### src/rtl/game_pkg.sv
// Shared constants for the mole game: state encodings and count width.
// The LED feedback and display stages decode the same state values.
package game_pkg;

  localparam int unsigned STATE_W = 3;
  localparam int unsigned CNT_W   = 4;
  localparam int unsigned CD_W    = 3;

  // Encodings are fixed; downstream blocks decode these exact values.
  typedef enum logic [STATE_W-1:0] {
    ST_IDLE  = 3'b000,
    ST_READY = 3'b001,
    ST_PLAY  = 3'b010,
    ST_OVER  = 3'b100
  } state_e;

  localparam logic [CNT_W-1:0] CNT_MAX = '1;

endpackage

### src/rtl/sat_counter4.sv
// 4-bit up-counter with synchronous clear and saturation at 15.
// Ports: clk, rst (sync, active-high), clr (sync clear), inc (increment
// enable), count (registered value).
module sat_counter4
  import game_pkg::*;
(
  input  logic             clk,
  input  logic             rst,
  input  logic             clr,
  input  logic             inc,
  output logic [CNT_W-1:0] count
);

  // Clear wins over increment; increment stops at CNT_MAX.
  always_ff @(posedge clk) begin
    if (rst || clr) begin
      count <= '0;
    end else if (inc && (count != CNT_MAX)) begin
      count <= count + CNT_W'(1);
    end
  end

endmodule

### src/rtl/game_scorekeeper.sv
// Game-level FSM and hit/miss tallies for the mole game.
// Ports: clk, rst (sync, active-high), start_btn (debounced level),
// tick_en (countdown pulse), hit, miss_evt (single-cycle pulses);
// outputs state, score, miss, win, countdown (all registered).
module game_scorekeeper
  import game_pkg::*;
#(
  parameter int unsigned WIN_SCORE   = 15,
  parameter int unsigned MAX_MISS    = 5,
  parameter int unsigned READY_TICKS = 3
) (
  input  logic               clk,
  input  logic               rst,
  input  logic               start_btn,
  input  logic               tick_en,
  input  logic               hit,
  input  logic               miss_evt,
  output logic [STATE_W-1:0] state,
  output logic [CNT_W-1:0]   score,
  output logic [CNT_W-1:0]   miss,
  output logic               win,
  output logic [CD_W-1:0]    countdown
);

  localparam logic [CNT_W-1:0] WIN_VAL  = CNT_W'(WIN_SCORE);
  localparam logic [CNT_W-1:0] MISS_VAL = CNT_W'(MAX_MISS);
  localparam logic [CD_W-1:0]  CD_INIT  = CD_W'(READY_TICKS);

  state_e            state_q;
  state_e            state_nxt;
  logic              win_nxt;
  logic [CD_W-1:0]   countdown_nxt;
  logic              start_d;
  logic              start_rise_c;
  logic              clr_c;
  logic              score_inc_c;
  logic              miss_inc_c;
  logic [CNT_W-1:0]  score_sat_c;
  logic [CNT_W-1:0]  miss_sat_c;

  assign state = state_q;

  // start_d resets high so a button held through reset is not an event.
  assign start_rise_c = start_btn & ~start_d;

  // Values the counters will hold after this edge if PLAY counts the pulse.
  assign score_sat_c = (hit && (score != CNT_MAX)) ? score + CNT_W'(1) : score;
  assign miss_sat_c  = (miss_evt && (miss != CNT_MAX)) ? miss + CNT_W'(1) : miss;

  // State, win, countdown and edge-detector registers.
  always_ff @(posedge clk) begin
    if (rst) begin
      state_q   <= ST_IDLE;
      win       <= 1'b0;
      countdown <= '0;
      start_d   <= 1'b1;
    end else begin
      state_q   <= state_nxt;
      win       <= win_nxt;
      countdown <= countdown_nxt;
      start_d   <= start_btn;
    end
  end

  // Next-state and counter control.
  always_comb begin
    state_nxt     = state_q;
    win_nxt       = win;
    countdown_nxt = countdown;
    clr_c         = 1'b0;
    score_inc_c   = 1'b0;
    miss_inc_c    = 1'b0;

    unique case (state_q)
      ST_IDLE, ST_OVER: begin
        if (start_rise_c) begin
          state_nxt     = ST_READY;
          clr_c         = 1'b1;
          win_nxt       = 1'b0;
          countdown_nxt = CD_INIT;
        end
      end
      ST_READY: begin
        if (tick_en) begin
          // Treat 0 like 1 so a corrupted countdown cannot stall in READY.
          if (countdown <= CD_W'(1)) begin
            countdown_nxt = '0;
            state_nxt     = ST_PLAY;
          end else begin
            countdown_nxt = countdown - CD_W'(1);
          end
        end
      end
      ST_PLAY: begin
        score_inc_c = hit;
        miss_inc_c  = miss_evt;
        // Loss is checked first so it wins when both limits land together.
        if (miss_sat_c == MISS_VAL) begin
          state_nxt = ST_OVER;
          win_nxt   = 1'b0;
        end else if (score_sat_c == WIN_VAL) begin
          state_nxt = ST_OVER;
          win_nxt   = 1'b1;
        end
      end
      default: begin
        state_nxt = ST_IDLE;
      end
    endcase
  end

  sat_counter4 u_score (
    .clk   (clk),
    .rst   (rst),
    .clr   (clr_c),
    .inc   (score_inc_c),
    .count (score)
  );

  sat_counter4 u_miss (
    .clk   (clk),
    .rst   (rst),
    .clr   (clr_c),
    .inc   (miss_inc_c),
    .count (miss)
  );

endmodule

### config.mk
export PLATFORM = sky130hd
export DESIGN_NAME = game_scorekeeper
export DESIGN_NICKNAME = d
export VERILOG_FILES = /design/src/rtl/game_pkg.sv /design/src/rtl/sat_counter4.sv /design/src/rtl/game_scorekeeper.sv
export SDC_FILE = /design/constraint.sdc
export NUM_CORES = 1
export LEC_CHECK = 0
export ABC_CLOCK_PERIOD_IN_PS = 1450
export CORE_ASPECT_RATIO = 1.25
export CORE_MARGIN = 2
export CORE_UTILIZATION = 33
export CTS_CLUSTER_SIZE = 8
export DETAILED_ROUTE_END_ITERATION = 10
export SYNTH_ARGS = -nofsm -noshare
export SYNTH_HDL_FRONTEND = slang
export SYNTH_SLANG_ARGS = --single-unit
### constraint.sdc
create_clock -name clk -period 1.45 [get_ports clk]
set_input_delay 0.29 -clock clk [delete_from_list [all_inputs] [get_ports clk]]
set_output_delay 0.29 -clock clk [all_outputs]
set_load 0.02 [all_outputs]
==> PnR_summary.wiki, run 1 <==
{| class="wikitable"
! Metric !! Value
|-
| Worst EP arrival || 1.09 ns
|-
| Root buffer cell || sky130_fd_sc_hd__clkbuf_4
|-
| Total power || 892.6 uW
|-
| Layout cells sized above 1 || 0.3287
|-
| Launching element type of the critical path || flop
|-
| Final hold violation count || 0
|-
| Worst-case clock buffer depth || 2
|-
| Syn Nets || 114
|-
| Fin crit share || 0.9548
|-
| First-pass GRT wire length || 3436 microns
|-
| Net count, final || 154
|-
| GRT Total Usage || 0.1380
|-
| Via density per instance || 5.102
|-
| Result of the run || complete, no violations
|-
| Via count || 903
|-
| Main flop type after synthesis || sky130_fd_sc_hd__dfxtp_1
|-
| Number of clock sinks seen by CTS || 16
|-
| Sum of routed wire length over all layers || 2137 microns
|-
| Critical path class || reg -> out
|-
| Main area contributors after synthesis || sky130_fd_sc_hd__dfxtp_1 35%, sky130_fd_sc_hd__xor2_1 6.7%, sky130_fd_sc_hd__ha_1 5.4%
|-
| Endpoint class of the critical path || primary output
|-
| Fin crit period || 1.385 ns
|-
| TritonCTS buffer count || 3
|-
| Area of the core region || 2654 sq um
|-
| Placement-stage cell area || 1305 sq um
|-
| Final HPWL from detailed placement || 1568 microns
|-
| Post-placement worst setup slack || -0.2136 ns
|-
| Cell count after synthesis || 104
|-
| Buffers added on ports || 20
|-
| Clock-pin slew on the worst setup and hold paths || 0.10 ns
|-
| Critical path data required time || 1.16 ns
|-
| Summed instance area of the synthesized netlist || 919.6 sq um
|-
| Cell taking the most area after synthesis || sky130_fd_sc_hd__dfxtp_1
|-
| Y dimension of the die || 63.02 microns
|-
| Antenna-violating nets left || 0
|-
| Class of the tightest hold or removal check || reg -> reg
|-
| Std-Cell Rows || 21
|-
| Die footprint || 3228 sq um
|-
| Final setup violation count || 0
|-
| Vias in the first global route || 850
|-
| Total leakage power || 0.0005975 uW
|-
| Max Transition Viols Final || 0
|-
| Number of enable-type register cells in the synthesized netlist || 0
|-
| Pwr/cell area || 648.5 nW/um^2
|-
| Max VDD drop || 0.3915 mV
|-
| Max-capacitance violation count || 0
|-
| Post-detailed-route DRC marker count || 0
|-
| Routability congestion estimate || 0.8048
|-
| Avg Inst Size Synth || 8.843 sq um
|-
| Starting density of the core || 0.3465
|-
| Summed area of non-filler cells in the final layout || 1376 sq um
|-
| Area growth from synthesis to final layout || 49.66%
|-
| Number of storage elements in the synthesis netlist || 16
|-
| Worst Path Max Fanout || 5
|-
| Initial antenna violation count || 0
|-
| Worst Max-Slew Pin Slew || 0.4296 ns
|-
| Clock latency at the later pin of the worst-skew pair || 0.28 ns
|-
| Fin worst setup slack || 0.06548 ns
|-
| Fraction of synthesized cell area taken by the top area cell type || 0.3483
|-
| Die width || 51.22 microns
|-
| Count of routing violations after the opening detailed-route iteration || 19
|-
| Worst clock skew || 0.003494 ns
|-
| Number of placed I/O pins || 21
|-
| Seq/Total Area, Yosys || 0.3483
|-
| Post-route setup TNS || 0 ns
|-
| Antenna diode count || 0
|-
| # H-tree levels || 1
|-
| Count of distinct cell types in the synthesized netlist || 38
|-
| Slew HR || 0.7095
|-
| Number of fill cells in the layout || 274
|-
| Dominant cell by count in the synthesized netlist || sky130_fd_sc_hd__dfxtp_1
|-
| Ranking of synthesized cells by instance count || 16 x sky130_fd_sc_hd__dfxtp_1, 9 x sky130_fd_sc_hd__nor2_1, 7 x sky130_fd_sc_hd__inv_1, 7 x sky130_fd_sc_hd__xor2_1, 6 x sky130_fd_sc_hd__nor2_2
|-
| Number of detailed-route iterations in the first pass || 4
|-
| Clock tree from TritonCTS || done
|-
| Async set-or-reset flop fraction in the synthesized netlist || 0
|-
| Pin count of the biggest net entering global routing || 11
|-
| Global route overflow || 0
|-
| Yosys warning count || 0
|-
| Highest clock frequency the design can meet || 0.7223 GHz
|-
| Mean routed wirelength per cell || 12.07 microns
|}
==> metrics by stage <==
stage	hold slack [ns]	cells	utilization
3_3_place_gp	0.5198	173	0.4917
3_5_place_dp	0.5315	173	0.4917
2_1_floorplan	0.3966	104	-
5_1_grt	0.5212	177	0.5186
4_1_cts	0.5588	177	0.5007
6_report	0.4957	177	0.5186
==> power breakdown <==
part	switching (uW)	leakage (uW)	internal (uW)	total (uW)
sequential	10.4	0.000133	449	459
clock	140	0.0000210	153	293
combinational	70.1	0.000443	70.8	141
==> flip-flops by register name, summed over array words and instances (netlist names) <==
signal	flops
u_miss.count	4
u_score.count	4
countdown	3
state	3
start_d	1
win	1
==> timing repair <==
action / 4_1_cts / 5_1_grt
buffers inserted: 0 / 0
resized for setup: 16 / 11
endpoints found under the setup margin: 16 / 8
hold buffers: 0 / 0
pin swaps: 0 / 2
==> path summary, 6_finish.rpt <==
path | start | to | slack, ns | cells after the start
worst max-delay path | u_miss.count[0] | miss[0] | 0.07 | 2
worst min-delay path | state[1] | state[0] | 0.50 | 1
worst max register to register | u_miss.count[0] | win | 0.07 | 5
worst min register to register | state[1] | state[0] | 0.50 | 1
==> placed cells by master (no fill, tap or decap), types with 2 or more instances in the layout <==
master	instances
sky130_fd_sc_hd__nand3b_1	2
sky130_fd_sc_hd__nand3_1	4
sky130_fd_sc_hd__nand4_1	5
sky130_fd_sc_hd__buf_4	15
sky130_fd_sc_hd__nor2_2	6
sky130_fd_sc_hd__dfxtp_2	7
sky130_fd_sc_hd__dlygate4sd2_1	14
sky130_fd_sc_hd__nand2_1	5
sky130_fd_sc_hd__nor3_1	2
sky130_fd_sc_hd__buf_12	2
sky130_fd_sc_hd__inv_1	7
sky130_fd_sc_hd__clkbuf_4	3
sky130_fd_sc_hd__o21ai_1	4
sky130_fd_sc_hd__xor2_1	7
sky130_fd_sc_hd__a21oi_1	3
sky130_fd_sc_hd__clkdlybuf4s50_1	5
sky130_fd_sc_hd__nor2_1	9
sky130_fd_sc_hd__dfxtp_1	9
sky130_fd_sc_hd__and3_1	2
sky130_fd_sc_hd__mux2i_1	2
sky130_fd_sc_hd__or2_2	2
sky130_fd_sc_hd__nand3_2	2
sky130_fd_sc_hd__ha_1	2
==> cell type report <==
class                           count  area [sq um]  share of cell area
Tap cell                           34         42.54             0.03091
Multi-Input combinational cell     79         606.8              0.4409
Sequential cell                    16         329.1              0.2391
Timing Repair Buffer               37         335.3              0.2436
Inverter                            7         26.28             0.01909
Clock buffer                        4         36.28             0.02636
==> cell families after synthesis <==
family                   Yosys count  share of synthesized area
adder cells (fa/ha/maj)            4                    0.05442
flip-flops                        16                     0.3483
multiplexers                       2                    0.02177
AND/OR/NAND/NOR                   50                     0.3497
XOR/XNOR                           7                    0.06667
buffers and inverters              9                    0.04490
AO/OA/AOI/OAI                     16                     0.1143
==> worst max-delay path, stage by stage, from the launching register on <==
cell and delay (ns):
sky130_fd_sc_hd__dfxtp_2 0.36, sky130_fd_sc_hd__buf_4 0.15, sky130_fd_sc_hd__clkdlybuf4s15_1 0.30
==> layer usage <==
layer / part of all wire / global-route usage
met3: 0.048 / 0.02153
met2: 0.53 / 0.2451
met1: 0.41 / 0.1586
met5: 0 / 0
met4: 0.0080 / 0.05921
Note: power is estimated with default switching activity, not from simulation.
==> run 2: changes to the inputs <==
--- a/config.mk
+++ b/config.mk
@@ -6,6 +6,7 @@
 export NUM_CORES = 1
 export LEC_CHECK = 0
 export ABC_CLOCK_PERIOD_IN_PS = 1450
+export CAP_MARGIN = 25
 export CORE_ASPECT_RATIO = 1.25
 export CORE_MARGIN = 2
 export CORE_UTILIZATION = 33
==> results of run 2 <==
Final layout, timing and power as in run 1 (identical DEF).
==> run 3: changes to the inputs <==
--- a/config.mk
+++ b/config.mk
@@ -12,6 +12,7 @@
 export CORE_UTILIZATION = 33
 export CTS_CLUSTER_SIZE = 8
 export DETAILED_ROUTE_END_ITERATION = 10
+export REMOVE_ABC_BUFFERS = 1
 export SYNTH_ARGS = -nofsm -noshare
 export SYNTH_HDL_FRONTEND = slang
 export SYNTH_SLANG_ARGS = --single-unit
==> PnR_summary.wiki, run 3 (same netlist as run 1, synthesis figures left out) <==
{| class="wikitable"
! Metric !! Value
|-
| Antenna diode count || 0
|-
| Buffering stage count on the worst path with inverters included || 0
|-
| Met2 Track Usage GR || 0.2419
|-
| Cell with the biggest individual delay on the critical path || sky130_fd_sc_hd__dfxtp_1
|-
| Net count, final || 153
|-
| Max-capacitance violation count || 0
|-
| # H-tree levels || 1
|-
| Logic gate share of total power || 0.154
|-
| Highest clock frequency the design can meet || 0.7210 GHz
|-
| Critical path data required time || 1.63 ns
|-
| Worst EP arrival || 1.57 ns
|-
| Via density per instance || 5.131
|-
| Worst-case clock buffer depth || 2
|-
| Number of placed I/O pins || 21
|-
| Clock tree from TritonCTS || done
|-
| Most frequent cells in the layout || 14 x sky130_fd_sc_hd__buf_4, 12 x sky130_fd_sc_hd__dfxtp_1, 11 x sky130_fd_sc_hd__dlygate4sd2_1, 9 x sky130_fd_sc_hd__nor2_1
|-
| Pin count of the biggest net entering global routing || 11
|-
| Mean routed wirelength per cell || 11.89 microns
|-
| Final setup violation count || 0
|-
| Fin worst setup slack || 0.06298 ns
|-
| Initial antenna violation count || 0
|-
| Clock-pin slew on the worst setup and hold paths || 0.10 ns
|-
| Total leakage power || 0.0005732 uW
|-
| Fin crit period || 1.387 ns
|-
| Met3 usage || 0.02153
|-
| Endpoint class of the critical path || flop
|-
| TritonCTS buffer count || 3
|-
| Max Transition Viols Final || 0
|-
| Clk pwr share || 0.336
|-
| Sum of routed wire length over all layers || 2093 microns
|-
| Largest stage delay on the critical path || 0.33 ns
|-
| Most common cell after layout, fill and taps aside || sky130_fd_sc_hd__buf_4
|-
| Launching element type of the critical path || flop
|-
| Max VDD drop || 0.3619 mV
|-
| Fin crit share || 0.9566
|-
| First-pass GRT wire length || 3622 microns
|-
| Worst clock skew || 0.003774 ns
|-
| Post-CTS setup buffer count || 0
|-
| Count of placed standard cells including taps || 172
|-
| Routability congestion estimate || 0.8024
|-
| Die width || 51.22 microns
|-
| Starting density of the core || 0.3465
|-
| Area growth from synthesis to final layout || 44.22%
|-
| Layout cells sized above 1 || 0.2817
|-
| Antenna-violating nets left || 0
|-
| Net Sw Power || 229.3 uW
|-
| Fraction of power spent switching nets || 0.2550
|-
| Post-detailed-route DRC marker count || 0
|-
| Setup repair after global routing missed its margin || yes
|-
| Die footprint || 3228 sq um
|-
| Global route overflow || 0
|-
| Number of detailed-route iterations in the first pass || 4
|-
| Count of routing violations after the opening detailed-route iteration || 15
|-
| Via count || 903
|-
| GRT Total Usage || 0.1455
|-
| Final hold violation count || 0
|-
| Root buffer cell || sky130_fd_sc_hd__clkbuf_4
|-
| Class of the tightest hold or removal check || reg -> reg
|-
| Std-Cell Rows || 21
|-
| Internal Dissipation || 670.0 uW
|-
| Result of the run || complete, no violations
|-
| Post-placement worst setup slack || -0.2041 ns
|-
| Y dimension of the die || 63.02 microns
|-
| Peak-usage layer in the global routing report || met2
|-
| Buffers added on ports || 20
|-
| Largest registers || u_miss.count: 4 flops, u_score.count: 4 flops
|-
| Area of the core region || 2654 sq um
|-
| Final standard cell count with taps included and fillers excluded || 176
|-
| Pwr/cell area || 678.1 nW/um^2
|-
| Part of the power in registers || 0.509
|-
| Critical path class || reg -> reg
|-
| Chain of cells forming the critical path || ha_1 > nor4b_2 > a2bb2oi_2 > a41oi_1 > o21ai_1
|-
| Worst Max-Slew Pin Slew || 0.3004 ns
|-
| Slew HR || 0.7982
|-
| Top cell family by delay on the critical path || compound AO/OA/AOI/OAI gates
|-
| Number of clock sinks seen by CTS || 16
|-
| Clock latency at the later pin of the worst-skew pair || 0.29 ns
|-
| Final HPWL from detailed placement || 1609 microns
|-
| Vias in the first global route || 879
|-
| Worst Path Max Fanout || 3
|-
| Met1 global-route usage || 0.1846
|}
-- run 3: changes by cell type in the layout (fill, tap and decap cells not counted), sizes merged --
cell           delta
buf               -1
dlygate4sd2       -3
clkdlybuf4s15     +3
-- run 3: power by group through the flow --
stage	logic, uW	clock network [uW]	registers [uW]
2_1_floorplan	54.3	0	478
3_3_place_gp	139	0	468
3_5_place_dp	141	0	468
4_1_cts	138	317	458
5_1_grt	152	345	460
6_report	139	302	458
-- run 3: layout make-up --
| cell class | instances | area (sq um) |
|---|---|---|
| Inverter | 7 | 26.28 |
| Multi-Input combinational cell | 79 | 573.1 |
| Sequential cell | 16 | 325.3 |
| Tap cell | 34 | 42.54 |
| Fill cell | 267 | 1328 |
| Timing Repair Buffer | 36 | 322.8 |
| Clock buffer | 4 | 36.28 |
-- run 3: worst paths after layout --
check	from	to	slack, ns	cells after the start
worst max-delay path	u_miss.count[0]	win	0.06	5
worst min-delay path	state[1]	state[0]	0.50	1
worst max register to register	u_miss.count[0]	win	0.06	5
worst min register to register	state[1]	state[0]	0.50	1
-- run 3: layer usage --
layer | share of wire | vias up
met5 | 0 | -
met4 | 0.0086 | 0
met3 | 0.036 | 2
met2 | 0.50 | 19
met1 | 0.46 | 430
li1 | - | 452
-- run 3: metrics by stage --
step	TNS [ns]	hold WS [ns]	util	power, uW	area (sq um)
global route	-0.06498	0.5327	0.4998	957.0	1326
CTS	0	0.5743	0.4913	912.9	1304
finish	0	0.5037	0.4998	899.3	1326
global placement	-1.461	0.5397	0.4823	607.2	1280
detailed placement	-1.564	0.5553	0.4823	609.7	1280
floorplan	-0.1547	0.3591	-	532.1	904.6
-- run 3: timing repair --
item                       4_1_cts  5_1_grt
resized for setup               16       12
hold endpoints to repair         0        0
hold buffers                     0        0
setup endpoints to repair       16       14
-- run 3: worst reg2reg max path: stages, from the launching register on --
cell                        delay [ns]
sky130_fd_sc_hd__dfxtp_1          0.33
sky130_fd_sc_hd__ha_1             0.32
sky130_fd_sc_hd__nor4b_2          0.26
sky130_fd_sc_hd__a2bb2oi_2        0.10
sky130_fd_sc_hd__a41oi_1          0.20
sky130_fd_sc_hd__o21ai_1          0.08
